==> config.mk <==
export PLATFORM = sky130hd
export DESIGN_NAME = alu_md_sequencer
export DESIGN_NICKNAME = d
export VERILOG_FILES = /design/src/rtl/alu_md_sequencer.sv
export SDC_FILE = /design/constraint.sdc
export NUM_CORES = 1
export LEC_CHECK = 0
export ABC_AREA = 0
export ABC_CLOCK_PERIOD_IN_PS = 6100
export BUFFER_PORTS_ARGS = -buffer_cell sky130_fd_sc_hd__buf_2
export CORE_ASPECT_RATIO = 2
export CORE_MARGIN = 2
export CORE_UTILIZATION = 40
export DETAILED_ROUTE_END_ITERATION = 7
export PLACE_DENSITY = 0.61
export SLEW_MARGIN = 20
export SYNTH_ARGS = -nofsm -noshare
export SYNTH_HDL_FRONTEND = slang
export SYNTH_SLANG_ARGS = --single-unit
export TNS_END_PERCENT = 30
==> constraint.sdc <==
create_clock -name clk -period 6.1 [get_ports clk]
set_input_delay 1.22 -clock clk [delete_from_list [all_inputs] [get_ports clk]]
set_output_delay 1.22 -clock clk [all_outputs]
set_load 0.03 [all_outputs]
==> src/rtl/alu_md_sequencer.sv <==
// ALU control decoder with an iterative unsigned multiply/divide sequencer.
// Optional macro ALU_MD_SEQUENCER_DIV0_TRAP_EN: divide-by-zero completes early with div0_err.
module alu_md_sequencer #(
  parameter int W = 32
) (
  input  logic         clk,
  input  logic         rst_n,
  input  logic         req_valid,
  output logic         req_ready,
  input  logic [1:0]   aluop,
  input  logic [5:0]   funct,
  input  logic [W-1:0] a,
  input  logic [W-1:0] b,
  output logic [3:0]   aluctrl,
  output logic         use_alu,
  output logic [W-1:0] md_result,
  output logic         result_valid,
  output logic         busy,
  output logic         div0_err,
  output logic [1:0]   state_dbg
);

  // Handshake: a request transfers on a rising edge where req_valid && req_ready;
  // req_ready is high only in IDLE, and the requester holds its inputs until then.
  localparam logic [1:0] S_IDLE = 2'd0;
  localparam logic [1:0] S_MUL  = 2'd1;
  localparam logic [1:0] S_DIV  = 2'd2;
  localparam logic [1:0] S_DONE = 2'd3;

  localparam int CW = $clog2(W);

  logic [1:0]    state;
  logic [CW-1:0] cnt;
  logic [W-1:0]  x;
  logic [W-1:0]  y;
  logic [W:0]    acc;

  logic [3:0]    dec_code;
  logic          accept;
  logic          is_mul;
  logic          is_div;
  logic          trap;
  logic          last_iter;

  logic [W-1:0]  mul_nx;
  logic [W:0]    rem_sh;
  logic [W+1:0]  diff;
  logic [W:0]    rem_nx;
  logic [W-1:0]  quo_nx;

  always_comb begin
    dec_code = 4'hF;
    case (aluop)
      2'b00: dec_code = 4'd2;
      2'b01: dec_code = 4'd10;
      2'b11: dec_code = 4'd1;
      default: begin
        case (funct)
          6'h20:   dec_code = 4'd2;
          6'h22:   dec_code = 4'd10;
          6'h24:   dec_code = 4'd0;
          6'h25:   dec_code = 4'd1;
          6'h2A:   dec_code = 4'd11;
          6'h18:   dec_code = 4'd4;
          6'h1A:   dec_code = 4'd5;
          default: dec_code = 4'hF;
        endcase
      end
    endcase
  end

  assign req_ready    = (state == S_IDLE);
  assign accept       = req_valid && req_ready;
  assign is_mul       = (dec_code == 4'd4);
  assign is_div       = (dec_code == 4'd5);
  assign result_valid = (state == S_DONE);
  assign busy         = (state == S_MUL) || (state == S_DIV);
  assign last_iter    = (cnt == CW'(W - 1));
  assign state_dbg    = state;

  // Shift-add step: x is the shifted multiplicand, y the remaining multiplier bits.
  assign mul_nx = y[0] ? (acc[W-1:0] + x) : acc[W-1:0];

  // Restoring step: x shifts the dividend out and quotient bits in, y is the divisor.
  assign rem_sh = {acc[W-1:0], x[W-1]};
  assign diff   = {1'b0, rem_sh} - {2'b00, y};
  assign rem_nx = diff[W+1] ? rem_sh : diff[W:0];
  assign quo_nx = {x[W-2:0], ~diff[W+1]};

`ifdef ALU_MD_SEQUENCER_DIV0_TRAP_EN
  assign trap = is_div && (b == '0);

  always_ff @(posedge clk or negedge rst_n) begin
    if (!rst_n) begin
      div0_err <= 1'b0;
    end else begin
      div0_err <= accept && trap;
    end
  end
`else
  assign trap     = 1'b0;
  assign div0_err = 1'b0;
`endif

  always_ff @(posedge clk or negedge rst_n) begin
    if (!rst_n) begin
      state     <= S_IDLE;
      aluctrl   <= 4'd0;
      use_alu   <= 1'b1;
      md_result <= '0;
      cnt       <= '0;
      x         <= '0;
      y         <= '0;
      acc       <= '0;
    end else begin
      case (state)
        S_IDLE: begin
          if (accept) begin
            aluctrl <= dec_code;
            use_alu <= !(is_mul || is_div);
            cnt     <= '0;
            acc     <= '0;
            x       <= a;
            y       <= b;
            if (trap) begin
              md_result <= '0;
              state     <= S_DONE;
            end else if (is_mul) begin
              state <= S_MUL;
            end else if (is_div) begin
              state <= S_DIV;
            end else begin
              state <= S_DONE;
            end
          end
        end
        S_MUL: begin
          acc <= {1'b0, mul_nx};
          x   <= x << 1;
          y   <= y >> 1;
          cnt <= cnt + 1'b1;
          if (last_iter) begin
            md_result <= mul_nx;
            state     <= S_DONE;
          end
        end
        S_DIV: begin
          acc <= rem_nx;
          x   <= quo_nx;
          cnt <= cnt + 1'b1;
          if (last_iter) begin
            md_result <= quo_nx;
            state     <= S_DONE;
          end
        end
        default: begin
          state <= S_IDLE;
        end
      endcase
    end
  end

endmodule

; ---- After elaboration in Yosys (flattened, before gate mapping)
; Index checks and enable logic that the tools add are counted.
[totals]
reg_bits = 140
latch_bits = 0
mem_bits_rw = 0
mem_bits_ro = 0
input_bits = 75
n_memories = 0
[op_classes]
addsub = 3
n_mul = 0
div = 0
n_lt_le_gt_ge = 0
eq_ne = 19
shift = 0
n_mux = 20
bitwise = 1
n_reduce_logical = 17
[ops]
columns = op, count
row1 = 2-to-1 mux 32 bit, 7
row2 = one-hot mux 32 bit (3 select lines), 2
row3 = one-hot mux 32 bit (2 select lines), 2
row4 = subtractor 33 x 32 -> 34 bit, 1
row5 = adder 32 bit, 1
row6 = "== test 6 bit, second input constant", 5
row7 = one-hot mux 4 bit (7 select lines), 1
row8 = "== test 6 x 5 -> 1 bit, second input constant", 2
row9 = one-hot mux 4 bit (3 select lines), 1
row10 = one-hot mux 5 bit (2 select lines), 1
row11 = AND reduction 2 bit, 5
row12 = "== test 4 x 3 -> 1 bit, second input constant", 2
row13 = "== test 2 bit, second input constant", 3
row14 = 2-to-1 mux 2 bit, 3
row15 = nonzero test 2 bit, 3
row16 = "adder 5 x 1 -> 5 bit, second input constant", 1
row17 = "== test 5 bit, second input constant", 1
row18 = 2-to-1 mux 5 bit, 1
row19 = "== test 2 x 1 -> 1 bit, second input constant", 2
row20 = logical NOT 2 bit, 2
row21 = "inequality test 2 x 1 -> 1 bit, second input constant", 2
row22 = "inequality test 2 bit, second input constant", 2
row23 = one-hot mux 2 bit (2 select lines), 1
row24 = AND reduction 3 bit, 1
row25 = 7 further kinds, 8

; ---- Depth between registers and ports, before layout
; Gate-level depths: netlist (run 1).
[logic_depth]
word_depth = 8
depth_mapped = 14

; ---- Least setup slack after synthesis (run 1)
; Ideal clock, no wire load.
[synth_timing]
path_type = input to register
startpoint = input funct[3]
endpoint = register state[1], in the netlist state_dbg[1]
arrival_ps = 2667
path_slack_ps = 3297
path_stages = 9
n_path_buf = 0
path_cell_list = inv_1 -> or4_1 -> a21oi_1 -> nor2_1 -> o31ai_1 -> nand2b_1 -> and3_1 -> a21oi_1 -> o21ai_0
[synth_via]
elab_chain_len = 7
elab_cells_between_ends = 13
classes_between = eq/ne (8) / mux (5)
[synth_lines]
columns = item, line_no
row1 = from (decl), 11  ; input logic [5:0] funct,
row2 = == test 6 x 5 -> 1 bit or == test 6 bit (tied branches), 58  ; case (funct)
row3 = one-hot mux 4 bit (7 select lines) *, 58
row4 = one-hot mux 4 bit (3 select lines) *, 53  ; case (aluop)
row5 = == test 4 x 3 -> 1 bit *, 74  ; assign is_mul = (dec_code == 4'd4);
row6 = 2-to-1 mux 2 bit *, 128  ; end else if (is_mul) begin
row7 = 2-to-1 mux 2 bit *, 118  ; if (accept) begin
row8 = one-hot mux 2 bit (2 select lines) *, 116  ; case (state)
row9 = to (signal assigned), 127  ; state <= S_DONE;
row10 = to (signal assigned), 129  ; state <= S_MUL;
row11 = to (signal assigned), 131  ; state <= S_DIV;
row12 = to (decl), 32  ; logic [1:0] state;
; Mark *: on every way between the ends. The rest lies on a longest branch, timed or not. The select of a mux whose other input is x is not followed.
; A chain may end at the register's enable or synchronous reset.

; ---- Worst setup path in the final report (run 1)
[layout_timing]
startpoint = register x[31]
endpoint = register acc[30]
[layout_via]
elab_chain_len = 3
[layout_lines]
columns = item, line_no
row1 = from (decl), 34  ; logic [W-1:0] x;
row2 = from (signal assigned), 139  ; x <= x << 1;
row3 = from (signal assigned), 149  ; x <= quo_nx;
row4 = subtractor 33 x 32 -> 34 bit, 86  ; assign diff = {1'b0, rem_sh} - {2'b00, y};
row5 = 2-to-1 mux 32 bit, 87  ; assign rem_nx = diff[W+1] ? rem_sh : diff[W:0];
row6 = one-hot mux 32 bit (3 select lines), 116
row7 = to (signal assigned), 138  ; acc <= {1'b0, mul_nx};
row8 = to (signal assigned), 148  ; acc <= rem_nx;
row9 = to (decl), 36  ; logic [W:0] acc;
; No other way between the ends.

==> reports/metrics.cfg, run 1 <==
[run_status]
status=finished, final reports clean

[route]
viasPerCell=5.69
ant_nets=0
drtPass1Iterations=7
post_drt_wl_per_cell_um=18.9
drtIter0Drc=460
drc_errors=0
num_vias=9516
finalWirelength_um=31600

[yosys]
synth-seq-area-share=0.329
synthCells=1240
avgSynthCellArea_um2=8.60
yosys_warnings=0
synth_edf_count=0
ys_top_cells_by_area=dfrtp_1 (33%), ha_1 (8.1%), o21ai_0 (5.4%)
ys.flop_type=dfrtp_1
syn_nets=1386
synth_area_leader_cell=dfrtp_1
netlist_area_um2=10700
synth_top_area_frac=0.326
ys_ff_latch=140
ys_types=83
async_flop_share=1.00

[floorplan]
ios=118
row_count=84
start_util=0.406
dieArea_um2=28100
die_h_um=235
coreArea_um2=26300
die_w_um=119

[finish]
area.sequential_um2=3510
area_growth_pct=13.3
fillers=2673
drive_above_1_share=0.163
layout.nets=1460
multiInputGateArea_um2=6660

[global_route]
grt_antenna_before_repair=1
gr-total-overflow=0
grt_pass1_wl_um=51600
grt_start_max_net_pins=95
grt_pass1_vias=9792
grt.total_usage=0.232

[sta]
post-route-period-util=0.552
layout_min_cycle_time_ps=3370
rsz0062_at_grt=no
worst_slack_ps=2730
maxSlewHeadroom=0.412
fmax_ghz=0.297
maxSlewViolCount=0
worstMarginPinSlew_ps=881
setup_viol=0
hold_viol=0
setup-tns-final_ps=0
finClkSkew_ps=9.72

[clock_tree]
post_cts_resized=0
clockRootBuffer=clkbuf_16
clkTransAtPathRegs_ps=60
ctsLongestPathBuffers=2
htree_levels=4
postCtsHoldBufs=0
worstSkewPairLatency_ps=440
cts_setup_buffers=0
cts.sinks=140
cts_tree=yes
cts_buffers=17

[placement]
dp_hpwl_um=24400
place.gp.congestion=0.881
place_ws_ps=2500
io_buffer_count=116

[worst_setup_path]
timing_worst_setup_path_type=register to register
max_stage_delay_ps=640
crit_arrival_ps=3720
worstPathCellList=inv_1 -> ha_1 -> fa_1 -> nor2b_1 -> o2111ai_1 -> a31o_2 -> a211oi_1 -> nor3_1 -> o31ai_1 -> a21oi_1 -> xor2_1 -> o211ai_1
critPathLaunchType=register
cp_max_fo=5
slowest_stage=a211oi_1
crit_required_ps=6460
critical_path.n_buffers_inverters=1
end_kind=register
cp_top_family=compound AO/OA/AOI/OAI gates

[power_and_ir_drop]
p_per_area_nw_per_um2=536
vdd_drop_max_mv=0.289
p_leak_nw=5.82
p_total_mw=6.47

[flow_run]
maxCapViolations=0

[hold_path]
hp-class=register to register

-- tightest hold or removal path: cells and delay by family (launching register included) --
| family | cells | cell delay, ps |
|---|---|---|
| DFF | 1 | 330 |
| and+or+nand+nor | 2 | 100 |
-- synthesized netlist by cell type, drive strengths merged, types with 3 or more instances --
| cell | instances |
|---|---|
| nand3 | 34 |
| o21a | 8 |
| o31ai | 10 |
| nand3b | 5 |
| inv | 59 |
| nand2b | 11 |
| nor3 | 12 |
| a21boi | 3 |
| o21bai | 8 |
| a2bb2oi | 5 |
| o211a | 4 |
| clkbuf | 58 |
| xnor2 | 24 |
| a221oi | 7 |
| dfrtp | 139 |
| nand4 | 15 |
| o21ai | 124 |
| a211oi | 13 |
| o221ai | 6 |
| or2 | 4 |
| mux2i | 55 |
| mux2 | 20 |
| or4 | 3 |
| o22ai | 3 |
| buf | 14 |
| and2 | 7 |
| a21o | 30 |
| a21oi | 98 |
| a32oi | 3 |
| ha | 69 |
| nor2 | 66 |
| o2111ai | 5 |
| nor2b | 12 |
| o31a | 3 |
| o211ai | 15 |
| and3 | 45 |
| a22oi | 6 |
| a31oi | 15 |
| nand2 | 140 |
| a221o | 32 |
| a22o | 3 |
| xor2 | 25 |
-- sequential cells by signal (all words and copies together) (netlist names) --
register,count
md_result,32
aluctrl,4
acc,32
y,32
state_dbg,2
cnt,5
x,32
use_alu,1
-- per-stage QoR --
| stage | instances | area (um2) | util | hold WS, ps |
|---|---|---|---|---|
| final | 1672 | 12100 | 0.460 | 459 |
| after global routing | 1672 | 12100 | 0.460 | 495 |
| after CTS | 1671 | 12100 | 0.460 | 467 |
| after detailed placement | 1639 | 11500 | 0.437 | 454 |
| after global placement | 1639 | 11500 | 0.437 | 447 |
| after floorplan | 1240 | 10700 | - | 445 |
-- worst paths after layout --
| kind | depth (start not counted) | start | slack (ps) | end |
|---|---|---|---|---|
| max reg2reg | 12 | x[31] | 2730 | acc[30] |
| max in group asynchronous | 2 | rst_n | 4030 | y[0] |
| max | 12 | x[31] | 2730 | acc[30] |
| min reg2reg | 2 | md_result[1] | 460 | md_result[1] |
| min in group asynchronous | 1 | rst_n | 860 | y[27] |
| min | 2 | md_result[1] | 460 | md_result[1] |
-- power by group --
group	leakage, nW	internal (mW)	switching [mW]	total [mW]
Clock	0.281	0.631	0.417	1.05
Sequential	1.84	1.22	0.358	1.58
Combinational	3.70	1.49	2.35	3.84
-- placed cells by master (no fill, tap or decap), types with 14 or more instances in the layout --
cell type  count
a21o_1        30
a21oi_1       96
a221o_1       32
a31oi_1       15
and3_1        44
buf_2        115
clkbuf_16     17
dfrtp_1      138
ha_1          67
inv_1         58
mux2_2        18
mux2i_1       55
nand2_1      140
nand3_1       33
nand4_1       14
nor2_1        65
o211ai_1      15
o21ai_0      115
xnor2_1       24
xor2_1        25
-- kinds of logic after synthesis --
family	Yosys count	share of synthesized area
AOI/OAI and AO/OA	414	0.262
and+or+nand+nor	359	0.161
DFF	140	0.329
buffers and inverters	131	0.0496
muxes	75	0.0735
adders and majority gates	71	0.0847
xor gates and xnor gates	49	0.0402
other	1	0.000352
-- per-layer routing --
metal / GRT usage / share of wire
met5: 0 / 0
met4: 0.109 / 0.044
met3: 0.0398 / 0.040
met2: 0.419 / 0.52
met1: 0.262 / 0.40
-- area by class of cell --
| class | instances | share of cell area |
|---|---|---|
| Antenna cell | 1 | 0.000207 |
| Clock buffer | 21 | 0.0389 |
| Clock inverter | 11 | 0.00984 |
| Inverter | 59 | 0.0183 |
| Multi-Input combinational cell | 969 | 0.551 |
| Sequential cell | 140 | 0.290 |
| Tap cell | 344 | 0.0356 |
| Timing Repair Buffer | 127 | 0.0554 |
(Power assumes the default switching activity.)
==> inputs of run 2 (changes only) <==
ABC_AREA = 1   (was 0)
ABC_CLOCK_PERIOD_IN_PS = 3150   (was 6100)
clock period = 3.15 ns   (was 6.1 ns; I/O delays follow)
==> reports/metrics.cfg, run 2 <==
[worst_setup_path]
end_kind=register
crit_arrival_ps=3040  ; -680 ps
crit_required_ps=3500  ; -2960 ps
r2r-end=acc[30]
timing_worst_setup_path_type=register to register
max_stage_delay_ps=450  ; -190 ps
critical_path.n_buffers_inverters=0  ; -1
cp_top_family=simple AND/OR/NAND/NOR gates
slowest_stage=fa_1
crit-reg2reg-launch=acc[0]
r2r_cells=16  ; +4
worstPathCellList=ha_1 -> fa_1 -> nand3_1 -> nand3_1 -> nand2_1 -> nand2_1 -> nand2_1 -> nand2_1 -> nand2_1 -> nand2_1 -> nand2_1 -> nand3_1 -> nand3_1 -> nand2_1 -> nand2_1 -> nand2_1
r2r_setup_slack_ps=460  ; -2280 ps
critPathLaunchType=register
cp_common_cell=nand2_1
cp_max_fo=4  ; -1

[sta]
worst_slack_ps=458  ; -2280 ps
setup_viol=0  ; unchanged
finClkSkew_ps=10.4  ; +0.675 ps
maxSlewHeadroom=0.347  ; -0.0657
layout_min_cycle_time_ps=2690  ; -673 ps
rsz0062_at_grt=no
worstMarginPinSlew_ps=980  ; +98.5 ps
post-route-period-util=0.855  ; +0.303
maxSlewViolCount=0  ; unchanged
fmax_ghz=0.371  ; +25%
hold_viol=0  ; unchanged
setup-tns-final_ps=0  ; unchanged

[yosys]
synth_edf_count=0  ; unchanged
yosysMostFrequentCell=nand2_1
ys_types=46  ; -45%
synth-seq-area-share=0.285  ; -0.0435
synthCells=2010  ; +62%
ys.flop_type=dfrtp_1
ys_ff_latch=140  ; unchanged
synth_area_leader_cell=dfrtp_1
async_flop_share=1.00  ; unchanged
avgSynthCellArea_um2=6.11  ; -29%
netlist_area_um2=12300  ; +15%
ys_top_cells_by_area=dfrtp_1 (28%), nand2_1 (25%), inv_1 (10%)
ys_top_cells_by_count=nand2_1 (805), inv_1 (328), nand3_1 (146)
yosys_warnings=0  ; unchanged
syn_nets=2156  ; +56%
synth_top_area_frac=0.283  ; -0.0432

[clock_tree]
postCtsHoldBufs=0  ; unchanged
cts.sinks=140  ; unchanged
htree_levels=4  ; unchanged
clkTransAtPathRegs_ps=70  ; about the same
cts_tree=yes
cts_setup_buffers=0  ; unchanged
clockRootBuffer=clkbuf_16
cts_buffers=17  ; unchanged
ctsLongestPathBuffers=2  ; unchanged
worstSkewPairLatency_ps=460  ; +20 ps
post_cts_resized=0  ; unchanged

[finish]
area.sequential_um2=3500  ; about the same
final_common_cell=nand2_1
fillers=3394  ; +27%
diodes=0  ; -1
final_cell_mix=nand2_1 (805), inv_1 (328), nand3_1 (146), dfrtp_1 (139), buf_2 (115)
multiInputGateArea_um2=7280  ; +9.3%
drive_above_1_share=0.0980  ; -0.0648
layout.nets=2245  ; +54%
final_core_util=0.458  ; -0.00155
area_growth_pct=12.5
fin_area_um2=13800  ; +14%

[route]
post_drt_wl_per_cell_um=17.4  ; -8.2%
ant_nets=0  ; unchanged
drtPass1Iterations=5  ; -2
drtIter0Drc=636  ; +38%
viasPerCell=5.16  ; -9.3%
finalWirelength_um=43100  ; +36%
num_vias=12803  ; +35%
drc_errors=0  ; unchanged

[global_route]
grt_pass1_wl_um=68500  ; +33%
grt_antenna_before_repair=0  ; -1
grt_pass1_vias=13094  ; +34%
grt_start_max_net_pins=92  ; -3.2%
grt.total_usage=0.276  ; +0.0441
gr-total-overflow=0  ; unchanged

[floorplan]
coreArea_um2=30200  ; +15%
die_w_um=128  ; +7.1%
die_h_um=252  ; +7.2%
ios=118  ; unchanged
dieArea_um2=32200  ; +15%
row_count=90  ; +7.1%
start_util=0.407  ; +0.00140

[placement]
placed_area_um2=13300  ; +16%
io_buffer_count=116  ; unchanged
place_ws_ps=453  ; -2050 ps
dp_hpwl_um=34500  ; +41%
place.gp.congestion=0.969  ; +10%

[flow_run]
maxCapViolations=0  ; unchanged

[power_and_ir_drop]
p_leak_nw=7.98  ; +37%
p_per_area_nw_per_um2=1240  ; +130%
p_total_mw=17.1  ; +160%
vdd_drop_max_mv=1.14  ; +290%

[run_status]
status=finished, final reports clean

[hold_path]
hp-class=input port to async pin

run 2: routing by layer:
metal / track usage / wire, um
met1: 0.299 / 17000
met2: 0.524 / 23100
met3: 0.0261 / 995
met4: 0.140 / 2060
met5: 0 / 0
run 2: final cells by class:
cell class / instances / share of cell area
multi-input cells: 1468 / 0.527
inverters: 339 / 0.0920
repair buffers: 133 / 0.0544
flip-flops and latches: 140 / 0.253
clock inverters: 11 / 0.00688
well taps: 368 / 0.0333
clock buffers: 21 / 0.0333
run 2: cell families (layout without fill, tap and decap cells):
| logic type | after synthesis | in the layout | share of synthesized area |
|---|---|---|---|
| AOI/OAI and AO/OA | 265 | 265 | 0.128 |
| xor gates and xnor gates | 27 | 27 | 0.0192 |
| adders and majority gates | 71 | 71 | 0.0735 |
| buffers and inverters | 402 | 504 | 0.126 |
| DFF | 140 | 140 | 0.285 |
| muxes | 1 | 1 | 0.000815 |
| other | 1 | 1 | 0.000305 |
| and+or+nand+nor | 1103 | 1103 | 0.367 |
run 2: worst reg2reg max path: cells and delay by family, from the launching register on:
kind	cells	cell delay (ps)
AND/OR/NAND/NOR	14	1460
adder cells (fa/ha/maj)	2	720
flip-flops	1	420
run 2: worst max-delay path by stage:
| stage | startpoint | end | slack, ps | cells past startpoint |
|---|---|---|---|---|
| 3_5_place_dp | acc[0] | acc[30] | 450 | 16 |
| 5_1_grt | acc[7] | acc[27] | 230 | 17 |
| 4_1_cts | acc[0] | acc[30] | 450 | 16 |
| 2_1_floorplan | state_dbg[0] | x[12] | 910 | 8 |
| 3_3_place_gp | acc[0] | acc[30] | 430 | 16 |
| 6_report | acc[0] | acc[30] | 460 | 16 |
run 2: power by group:
group	switching, mW	internal (mW)	total, mW
Clock	0.856	1.12	1.98
Combinational	8.20	3.78	12.0
Sequential	0.646	2.47	3.11
Total	9.71	7.37	17.1
run 2: through the flow:
stage / std cells / hold slack [ps]
finish: 2480 / 157
global placement: 2448 / 455
CTS: 2480 / 184
floorplan: 2010 / 334
global route: 2480 / 215
detailed placement: 2448 / 460
==> inputs of run 3 (changes only) <==
ABC_CLOCK_PERIOD_IN_PS = 2900   (was 3150)
clock period = 2.9 ns   (was 3.15 ns; I/O delays follow)
==> reports/metrics.cfg, run 3 (synthesis gave the netlist of run 2 again) <==
[sta]
maxSlewViolCount=0  ; unchanged
post-route-period-util=0.945  ; +0.0905
setup-tns-final_ps=0  ; unchanged
setup_viol=0  ; unchanged
layout_min_cycle_time_ps=2740  ; +48.8 ps
maxSlewHeadroom=0.309  ; -0.0376
finClkSkew_ps=10.6  ; +0.205 ps
hold_viol=0  ; unchanged
hold_slack_ps=119  ; -38.0 ps
rsz0062_at_grt=no
worstMarginPinSlew_ps=1040  ; +56.4 ps
fmax_ghz=0.365  ; -1.8%

[floorplan]
start_util=0.407  ; unchanged
coreArea_um2=30200  ; unchanged
die_w_um=128  ; unchanged
row_count=90  ; unchanged
die_h_um=252  ; unchanged
ios=118  ; unchanged
dieArea_um2=32200  ; unchanged

[route]
viasPerCell=5.16  ; about the same
drc_errors=0  ; unchanged
drtPass1Iterations=5  ; unchanged
ant_nets=0  ; unchanged
num_vias=12868  ; +0.51%
drtIter0Drc=704  ; +11%
finalWirelength_um=42900  ; -0.46%
post_drt_wl_per_cell_um=17.2  ; -0.94%

[power_and_ir_drop]
p_leak_nw=8.05  ; +0.88%
vdd_drop_max_mv=1.19  ; +4.2%
p_per_area_nw_per_um2=1350  ; +9.0%

[worst_setup_path]
critPathLaunchType=register
timing_worst_setup_path_type=register to register
crit_arrival_ps=3080  ; +40 ps
crit_required_ps=3240  ; -260 ps
cp_max_fo=4  ; unchanged
end_kind=register

[clock_tree]
cts_tree=yes
cts.sinks=140  ; unchanged
clockRootBuffer=clkbuf_16
ctsLongestPathBuffers=2  ; unchanged
worstSkewPairLatency_ps=450  ; about the same
htree_levels=4  ; unchanged
cts_buffers=17  ; unchanged
clkTransAtPathRegs_ps=60  ; about the same

[finish]
final_cell_mix=nand2_1 (804), inv_1 (327), nand3_1 (144), dfrtp_1 (138), buf_2 (115)
final_core_util=0.463  ; +0.00440
diodes=0  ; unchanged
layout.nets=2257  ; +0.53%
area_growth_pct=13.6
final_common_cell=nand2_1
fillers=3305  ; -2.6%
drive_above_1_share=0.105  ; +0.00651

[global_route]
grt.total_usage=0.274  ; -0.00264
grt_pass1_wl_um=67800  ; -1.0%
grt_antenna_before_repair=0  ; unchanged
grt_pass1_vias=12910  ; -1.4%
gr-total-overflow=0  ; unchanged
grt_start_max_net_pins=93  ; +1.1%

[hold_path]
hp-class=input port to async pin

[run_status]
status=finished, final reports clean

[placement]
dp_hpwl_um=34300  ; -0.51%
io_buffer_count=116  ; unchanged
place.gp.congestion=0.969  ; about the same

[flow_run]
maxCapViolations=0  ; unchanged

[run 3: cell type report]
cell class,count,area (um2),area share
Multi-Input combinational cell,1468,7300,0.523
Sequential cell,140,3510,0.251
Inverter,339,1280,0.0914
Timing Repair Buffer,145,842,0.0603
Clock buffer,25,485,0.0348
Tap cell,368,460,0.0330
Clock inverter,7,92.6,0.00663
[run 3: path summary, 6_finish.rpt]
path	endpoint	startpoint	depth (start not counted)	slack (ps)
setup / recovery	acc[24]	x[31]	17	160
hold / removal	md_result[7]	rst_n	1	120
setup reg to reg	acc[24]	x[31]	17	160
hold reg to reg	md_result[29]	md_result[29]	2	470
max in group asynchronous	x[30]	rst_n	2	2020
min in group clk	x[23]	a[23]	3	350
[run 3: critical path: stages, from the launching register on]
cell	delay, ps
dfrtp_2	450
clkinvlp_4	250
ha_2	260
fa_1	360
inv_1	120
nand3_1	100
nand3_2	150
nand2_1	140
nand2_1	140
nand2_1	130
nand3_1	110
nand2_1	50
nand2_1	90
nand2_1	60
nand3_1	70
nand2_1	60
nand2_1	60
nand2_1	50
[run 3: per-stage QoR]
step	total power, mW	worst slack (ps)	instances	cell area [um2]
after CTS	18.8	9.36	2491	13900
after global placement	16.4	37.8	2459	13400
final	18.8	159	2492	14000
after global routing	20.7	32.0	2492	14000
after floorplan	12.8	658	2010	12300
after detailed placement	16.5	23.1	2459	13400
[run 3: power by group]
part	switching [mW]	internal, mW	leakage [nW]	total [mW]
clock	0.897	1.33	0.273	2.23
combinational	8.96	4.26	5.93	13.2
sequential	0.663	2.68	1.84	3.35
total	10.5	8.27	8.05	18.8
[run 3: layer usage]
metal	routed length, um	global-route usage
met2	22400	0.506
met1	17100	0.301
met5	0	0
met3	1040	0.0288
met4	2300	0.152
[run 3: what timing repair did]
action / CTS / global route
buffers inserted: 0 / 1
hold buffers: 0 / 0
endpoints found under the setup margin: 0 / 6
gates resized for setup: 0 / 6
